File: src/rtl/alu_issue_unit.sv
// Fetch/issue stage for the two-phase ALU pipeline: steps a PC through a small
// program RAM and issues one decoded instruction per clock, inserting bubbles on RAW hazards.
module alu_issue_unit #(
  parameter int PROG_DEPTH = 64,
  parameter int PC_W       = 6,
  parameter int HAZ_WIN    = 2
) (
  input  logic            clk,
  input  logic            rst_n,
  input  logic            start,
  input  logic            prog_we,
  input  logic [PC_W-1:0] prog_waddr,
  input  logic [23:0]     prog_wdata,
  input  logic            stall_in,
  output logic [3:0]      func,
  output logic [3:0]      rs1,
  output logic [3:0]      rs2,
  output logic [3:0]      rd,
  output logic [7:0]      addr,
  output logic            issue_valid,
  output logic [PC_W-1:0] pc,
  output logic            busy,
  output logic            halted,
  output logic [15:0]     bubble_cnt
);

  typedef enum logic [1:0] {IDLE, RUN, BUBBLE, HALT} state_t;

  state_t              state;
  logic [23:0]         mem [PROG_DEPTH];
  logic [23:0]         instr_p0;
  logic [3:0]          hist_rd [HAZ_WIN];
  logic [HAZ_WIN-1:0]  hist_vld;
  logic                active;
  logic                advance;
  logic                is_halt;
  logic                hazard;
  logic                issue_go;
  logic                bubble_go;

  function automatic logic [15:0] sat_inc(input logic [15:0] v);
    return (v == 16'hFFFF) ? v : v + 16'd1;
  endfunction

  assign active    = (state == RUN) || (state == BUBBLE);
  assign busy      = active;
  assign halted    = (state == HALT);
  assign advance   = active && !stall_in;
  assign instr_p0  = mem[pc];
  assign is_halt   = (instr_p0[23:20] == 4'hF);
  assign issue_go  = advance && !is_halt && !hazard;
  assign bubble_go = advance && !is_halt && hazard;

  always_comb begin
    hazard = 1'b0;
    for (int i = 0; i < HAZ_WIN; i++) begin
      if (hist_vld[i] && ((hist_rd[i] == instr_p0[19:16]) || (hist_rd[i] == instr_p0[15:12])))
        hazard = 1'b1;
    end
  end

  // Program loading is only allowed while the fetch path is parked.
  always_ff @(posedge clk) begin
    if (prog_we && !active)
      mem[prog_waddr] <= prog_wdata;
  end

  always_ff @(posedge clk) begin
    if (issue_go || bubble_go) begin
      hist_rd[0] <= issue_go ? instr_p0[11:8] : 4'h0;
      for (int i = 1; i < HAZ_WIN; i++)
        hist_rd[i] <= hist_rd[i-1];
    end
  end

  // Issue stage: registers selected at this edge drive the outputs directly.
  always_ff @(posedge clk or negedge rst_n) begin
    if (!rst_n) begin
      state       <= IDLE;
      pc          <= '0;
      issue_valid <= 1'b0;
      func        <= 4'h0;
      rs1         <= 4'h0;
      rs2         <= 4'h0;
      rd          <= 4'h0;
      addr        <= 8'h00;
      bubble_cnt  <= 16'h0000;
      hist_vld    <= '0;
    end else begin
      case (state)
        IDLE, HALT: begin
          issue_valid <= 1'b0;
          if (start) begin
            pc         <= '0;
            bubble_cnt <= 16'h0000;
            hist_vld   <= '0;
            state      <= RUN;
          end
        end
        default: begin
          if (!stall_in) begin
            if (is_halt) begin
              issue_valid <= 1'b0;
              state       <= HALT;
            end else if (hazard) begin
              issue_valid <= 1'b0;
              bubble_cnt  <= sat_inc(bubble_cnt);
              state       <= BUBBLE;
            end else begin
              func        <= instr_p0[23:20];
              rs1         <= instr_p0[19:16];
              rs2         <= instr_p0[15:12];
              rd          <= instr_p0[11:8];
              addr        <= instr_p0[7:0];
              issue_valid <= 1'b1;
              pc          <= pc + 1'b1;
              // The last word ends the program; the wrapped pc is never fetched.
              state       <= (pc == PC_W'(PROG_DEPTH - 1)) ? HALT : RUN;
            end
          end
        end
      endcase
      if (issue_go || bubble_go) begin
        hist_vld[0] <= issue_go;
        for (int i = 1; i < HAZ_WIN; i++)
          hist_vld[i] <= hist_vld[i-1];
      end
    end
  end

endmodule

File: config.mk
export PLATFORM = sky130hd
export DESIGN_NAME = alu_issue_unit
export DESIGN_NICKNAME = d
export VERILOG_FILES = /design/src/rtl/alu_issue_unit.sv
export SDC_FILE = /design/constraint.sdc
export NUM_CORES = 1
export LEC_CHECK = 0
export BUFFER_PORTS_ARGS = -buffer_cell sky130_fd_sc_hd__buf_2
export CAP_MARGIN = 25
export CORE_ASPECT_RATIO = 0.9
export CORE_MARGIN = 1.5
export CORE_UTILIZATION = 40
export DETAILED_ROUTE_END_ITERATION = 12
export PLACE_DENSITY = 0.51
export SLEW_MARGIN = 0
export SYNTH_ARGS = -nofsm -noshare
export SYNTH_HDL_FRONTEND = slang
export SYNTH_SLANG_ARGS = --single-unit
File: constraint.sdc
create_clock -name clk -period 4.9 [get_ports clk]
set_input_delay 0.49 -clock clk [delete_from_list [all_inputs] [get_ports clk]]
set_output_delay 0.49 -clock clk [all_outputs]
set_load 0.005 [all_outputs]
### Word-level counts from Yosys, hierarchy flattened

Memory sizes are Yosys's and may differ from the RTL's.
Cells that the tools add are included.

* add/subtract/negate cells: 2
* equal/unequal tests: 15
* multiplexer cells: 31
* bitwise logic cells: 4
* reduce and logical (&&, ||, !) cells: 25

Operators with widths (count)
* 16-bit 2-to-1 mux: 6
* 6-bit 2-to-1 mux: 5
* 2-bit 2-to-1 mux: 9
* 16-bit by 1-bit adder with 16-bit output (second input constant): 1
* 16-bit equality test (second input constant): 1
* 4-bit equality test: 4
* 1-bit 2-to-1 mux: 10
* 2-bit by 1-bit inequality test with 1-bit output (second input constant): 4
* 4-bit AND reduction: 2
* 1-bit logical AND: 7
* 6-bit by 1-bit adder with 6-bit output (second input constant): 1
* 6-bit equality test (second input constant): 1
* 2-bit nonzero test: 3
* 5-bit AND reduction: 1
* 2-bit equality test (second input constant): 2
* 4-bit equality test (second input constant): 1
* 1-bit zero test: 4
* 1-bit logical OR: 4
* 4-bit 2-to-1 mux: 1
* 1-bit inverter: 4
* 2-bit AND reduction: 2
* 2-bit by 1-bit equality test with 1-bit output (second input constant): 1
* 2-bit zero test: 1
* 2-bit inequality test (second input constant): 1
* 2-bit OR reduction: 1

* register bits after elaboration: 51
* RAM bits: 1544
* bits of input ports: 35
* logic and storage cells: 89
* memories kept: 2

Memories
* mem: depth 64, width 24, read ports 1, clocked after memory_dff 0, write ports 1, RTL line 30 `logic [23:0] mem [PROG_DEPTH];`
* hist_rd: depth 2, width 4, read ports 2, clocked after memory_dff 0, write ports 2, RTL line 32 `logic [3:0] hist_rd [HAZ_WIN];`

### Longest topological paths before layout

An unclocked memory read counts as a cell.

* word-level depth: 11
* mapped depth: 18

### Worst setup path before layout

OpenSTA, ideal clock, no wires.

* kind: reg-to-reg
* start point: register pc[0]
* end point: register addr[2]
* data arrival time: 3.594 ns
* required time: 4.772 ns
* setup slack: 1.179 ns
* cell stages (with the launch flop): 13
* clock period less this slack: 3.721 ns
* cell sequence: dfrtp_1 -> buf_4 -> buf_6 -> buf_4 -> buf_4 -> buf_4 -> buf_2 -> buf_1 -> mux4_2 -> mux4_2 -> mux2i_1 -> a21oi_1 -> mux2_1

* cells in the longest elaborated chain, start to end: 8
* elaborated cells on any way between the ends: 15
* those cells by class: eq/ne: 5; mux: 2; bitwise: 2; reduce/logical: 5; memory: 1

RTL lines
* start: declaration: RTL line 21 `output logic [PC_W-1:0] pc,`
* start signal: assignment: RTL line 116 `pc <= pc + 1'b1;`
* memory read 64 x 24 bit (*)
* 4-bit equality test: RTL line 57 `if (hist_vld[i] && ((hist_rd[i] == instr_p0[19:16]) || (hist_rd[i] == instr_p0[15:12])))`
* 1-bit logical OR: RTL line 57
* 1-bit logical AND: RTL line 57
* 1-bit 2-to-1 mux (2 in a row): RTL line 57
* 1-bit inverter (no line)
* 4-bit AND reduction (no line)
* end signal: assignment: RTL line 114 `addr <= instr_p0[7:0];`
* end: declaration: RTL line 19 `output logic [7:0] addr,`

Mark *: on every way between the ends. The rest lies on a longest branch, timed or not.
A chain may end at the register's enable or synchronous reset.

### Worst setup path in the final report

* start point: register pc[0]
* end point: register bubble_cnt[9]

* cells in the longest elaborated chain, start to end: 8
* elaborated cells on any way between the ends: 15
* those cells by class: eq/ne: 6; mux: 2; reduce/logical: 6; memory: 1

RTL lines
* memory read 64 x 24 bit (*)
* 4-bit equality test: RTL line 57
* 1-bit logical OR: RTL line 57
* 1-bit logical AND: RTL line 57
* 1-bit 2-to-1 mux (2 in a row): RTL line 57
* 2-bit nonzero test (no line)
* 5-bit AND reduction (no line) (*)
* end signal: assignment: RTL line 107 `bubble_cnt <= sat_inc(bubble_cnt);`
* end: declaration: RTL line 24 `output logic [15:0] bubble_cnt`

Marked as above.

==> results.txt <==
----------------------------------------------------
[Setup path]
  Flop2flop setup slack ... 0.28 ns
  Arrival time of the worst setup path ... 5.28 ns
  Crit path kind ... reg2reg
  CP endpoint kind ... register
  Element type at the critical path start ... register
  Length in cells of the worst reg-to-reg path ... 11
  Worst reg2reg path startpoint ... pc[0]
  Destination of the worst register-to-register timing path ... bubble_cnt[9]
  Required time reported for the critical path endpoint ... 5.55 ns
  Largest fanout of any net on the critical path ... 18

[CTS]
  Max clock buf depth ... 3
  Number of H-tree levels ... 4
  TritonCTS clock tree ... done
  Worst-path clk slew ... 0.06 ns
  Count of clock tree sinks ... 1595
  Insertion delay to the later sink of the worst-skew pair ... 0.79 ns
  Buffer cell driving the clock tree root ... clkbuf_16
  Number of buffers added by the clock tree synthesis step ... 165

[Die]
  Placement row count ... 136
  Core region area ... 153000 sq um
  Effective utilization at floorplan ... 40.5%
  Die area ... 158000 sq um
  Number of ports placed on the die boundary ... 84
  Chip Height ... 377 um
  Die W ... 418 um

[Route]
  Count of nets left with antenna violations after detail routing ... 0
  Number of detailed-route iterations in the first pass ... 5
  Detailed router's first-iteration violation count ... 3445
  Count of vias placed by the detailed router ... 31500
  Total Wirelength ... 172000 um
  Routed WL per cell ... 31.4 um
  Average vias per placed instance ... 5.76
  Residual DRC count ... 0

[Placed design]
  GP Congestion ... 0.804
  Detailed placement HPWL ... 102000 um
  Port Buf Inserts ... 83
  Worst setup slack before clock tree synthesis ... -0.0994 ns

[Global route]
  Overall routing resource usage ... 21.9%
  Overflow left after global routing ... 0
  Global-route wire length before repair ... 242000 um
  Largest net degree at the start of global routing ... 121
  Antenna violations before repair ... 9
  Via count of the first global-routing pass ... 31700

[Hold path]
  Worst Hold Path Cells ... 1
  Startpoint of the worst hold path ... prog_wdata[23]
  Worst-case hold path end point ... mem[38][23]
  Class of the tightest hold or removal check ... in2reg

[Logic synthesis]
  Number of storage elements in the synthesis netlist ... 1595
  Proportion of netlist area held by the largest area contributor ... 74.7%
  Number of unique standard cell types used by synthesis ... 66
  Warnings, synthesis ... 0
  Share of the yosys chip area belonging to registers ... 76.7%
  Cell Area, Synth ... 62100 sq um
  Synthesized netlist net count ... 3054
  Synth async-reset ratio ... 3.20%
  Mapped Avg Cell Area ... 20.6 sq um
  Primary FF master, synth ... edfxtp_1
  Biggest area consumer among synthesized cells ... edfxtp_1
  Number of flops mapped to enable cells by yosys ... 1544
  Post-Syn Instances ... 3016
  Leading post-synthesis cells by cell area ... edfxtp_1 75%, mux4_2 11%, mux2i_1 4.3%

[Timing]
  Time the worst path needs with I/O delays and setup ... 4.62 ns
  Clock tree skew after final layout ... 0.0287 ns
  Endpoints failing hold ... 0
  Min Hold Slack ... 0.0523 ns
  Final setup violating endpoints ... 0
  Max-slew violation total from the final report ... 0
  Post-route worst setup slack ... 0.277 ns
  Final clock period utilization by the worst path ... 94.3%
  Worst Tran Pin Value ... 1.04 ns
  Unrepaired setup endpoints after global routing ... false
  Fmax achieved ... 216 MHz
  Final total negative setup slack ... 0 ns
  Relative slew slack ... 30.5%

[Layout]
  Share of post-route cells with drive strength above 1 ... 26.5%
  Footprint of the multi-input gates ... 14100 sq um
  Core Util, Final ... 46.8%
  Nets@finish ... 3305
  Filler instances ... 12800
  Layout Area Growth over Synthesis ... 15.7%
  Antenna Diode Count ... 0
  FF/Latch Area ... 47700 sq um

[Outcome]
  Outcome ... completed

[Pwr]
  Maximum ir drop on the vdd rail ... 383 uV
  LEAKAGE ... 23.2 nW
  PwrDens ... 546 nW/um^2

[Flow run]
  Max-cap check violation count ... 0

----------------------------------------------------
==> registers in the layout, summed over array words and instances (netlist names) <==
signal,cells
hist_rd,8
issue_valid,1
pc,6
rd,4
hist_vld,2
rs2,4
bubble_cnt,16
rs1,4
func,4
mem,1536
addr,8
state,2
==> cell families (layout without fill, tap and decap cells) <==
kind of cell             after synthesis  in the layout  share of synthesized area (%)
AO/OA/AOI/OAI                        339            339                           3.75
XOR/XNOR                              14             14                          0.197
adder cells (fa/ha/maj)                3              3                         0.0605
buffers and inverters                182            569                           1.43
flip-flops                          1595           1595                           76.7
multiplexers                         604            604                           15.7
AND/OR/NAND/NOR                      279            279                           2.11
==> synthesized netlist by cell type (3+ instances only) <==
library cell and instances:
inv_1 9, o21ai_0 31, xnor2_1 6, a31o_2 3
buf_1 19, a41oi_1 4, buf_6 5, a22o_1 5
a211oi_1 21, a31oi_1 7, o221ai_1 31, o211ai_1 8
and2_1 7, o21ai_1 4, nor2_1 82, clkbuf_1 78
o31a_1 4, mux2i_1 266, or3_1 5, nor2b_1 9
xor2_1 8, a311o_1 3, and3_1 9, ha_1 3
buf_2 38, mux4_2 293, mux2_2 34, nand3_1 44
nand4_1 15, mux2_1 11, nand2_1 79, a22oi_1 77
a21oi_1 76, nand3b_1 4, dfrtp_1 51, edfxtp_1 1544
nand2b_1 8, a211o_1 3, o311ai_1 8, or2_2 4
o41ai_1 3, buf_4 32, o22ai_1 34
==> layer usage <==
metal  track usage, %  vias to the layer above  routed length [um]
met2             34.9                     1143               82800
met4             5.13                        2                3380
met1             31.8                    17000               75900
met3             3.11                      217               10000
met5                0                        -                  16
li1                 -                    13100                   -
==> how the worst max path moves through the flow <==
| stage | to | start | slack (ns) |
|---|---|---|---|
| finish | bubble_cnt[9] | pc[0] | 0.28 |
| global route | bubble_cnt[4] | pc[0] | 0.03 |
| CTS | bubble_cnt[7] | pc[0] | 0.1 |
| detailed placement | bubble_cnt[4] | pc[0] | -0.1 |
| global placement | bubble_cnt[6] | pc[0] | -0.03 |
| floorplan | addr[2] | pc[0] | 1.18 |
==> power breakdown <==
| part | internal (mW) | switching [mW] |
|---|---|---|
| Combinational | 4.94 | 6.47 |
| Clock | 6.95 | 5.18 |
| Sequential | 15.2 | 0.418 |
| Total | 27.1 | 12.1 |
==> stage by stage <==
step                      power, mW  std cells  cell area [sq um]
after floorplan                23.3       3016              62100
after global placement         27.3       5139              66000
after detailed placement       27.4       5149              66200
after CTS                      39.5       5453              71400
after global routing           40.7       5473              71800
final                          39.2       5473              71800
==> layout by cell type (no fill, tap or decap), drive strengths merged, types with 31 or more instances in the layout <==
master,instances
clkinv,75
buf,253
nor2,82
a21oi,77
o22ai,34
mux2,45
clkbuf,209
nand2,79
mux2i,266
dfrtp,51
nand3,44
o221ai,31
mux4,293
edfxtp,1544
a22oi,77
o21ai,35
==> critical path, stage by stage, from the launching register on <==
cell and delay, ns:
dfrtp_4 0.75, buf_4 0.44, mux4_2 0.30, o22ai_1 0.08, o311ai_1 0.84, o21ai_1 0.30
xnor2_1 0.22, o31a_1 0.36, a21o_1 0.36, buf_4 0.28, o311ai_1 0.37, nand3_1 0.13
==> repair_timing <==
item | CTS | global route
endpoints found under the hold margin | 32 | 10
cloned | 0 | 0
setup endpoints to repair | 13 | 24
resized for setup | 1 | 0
hold buffers | 1 | 2
setup buffers | 0 | 1
==> layout make-up <==
| cell class | instances | share of cell area (%) |
|---|---|---|
| Clock buffer | 209 | 6.20 |
| Clock inverter | 94 | 1.03 |
| Inverter | 10 | 0.0523 |
| Multi-Input combinational cell | 1239 | 19.6 |
| Sequential cell | 1595 | 66.3 |
| Tap cell | 2070 | 3.61 |
| Timing Repair Buffer | 256 | 3.18 |
(Power assumes the default switching activity.)
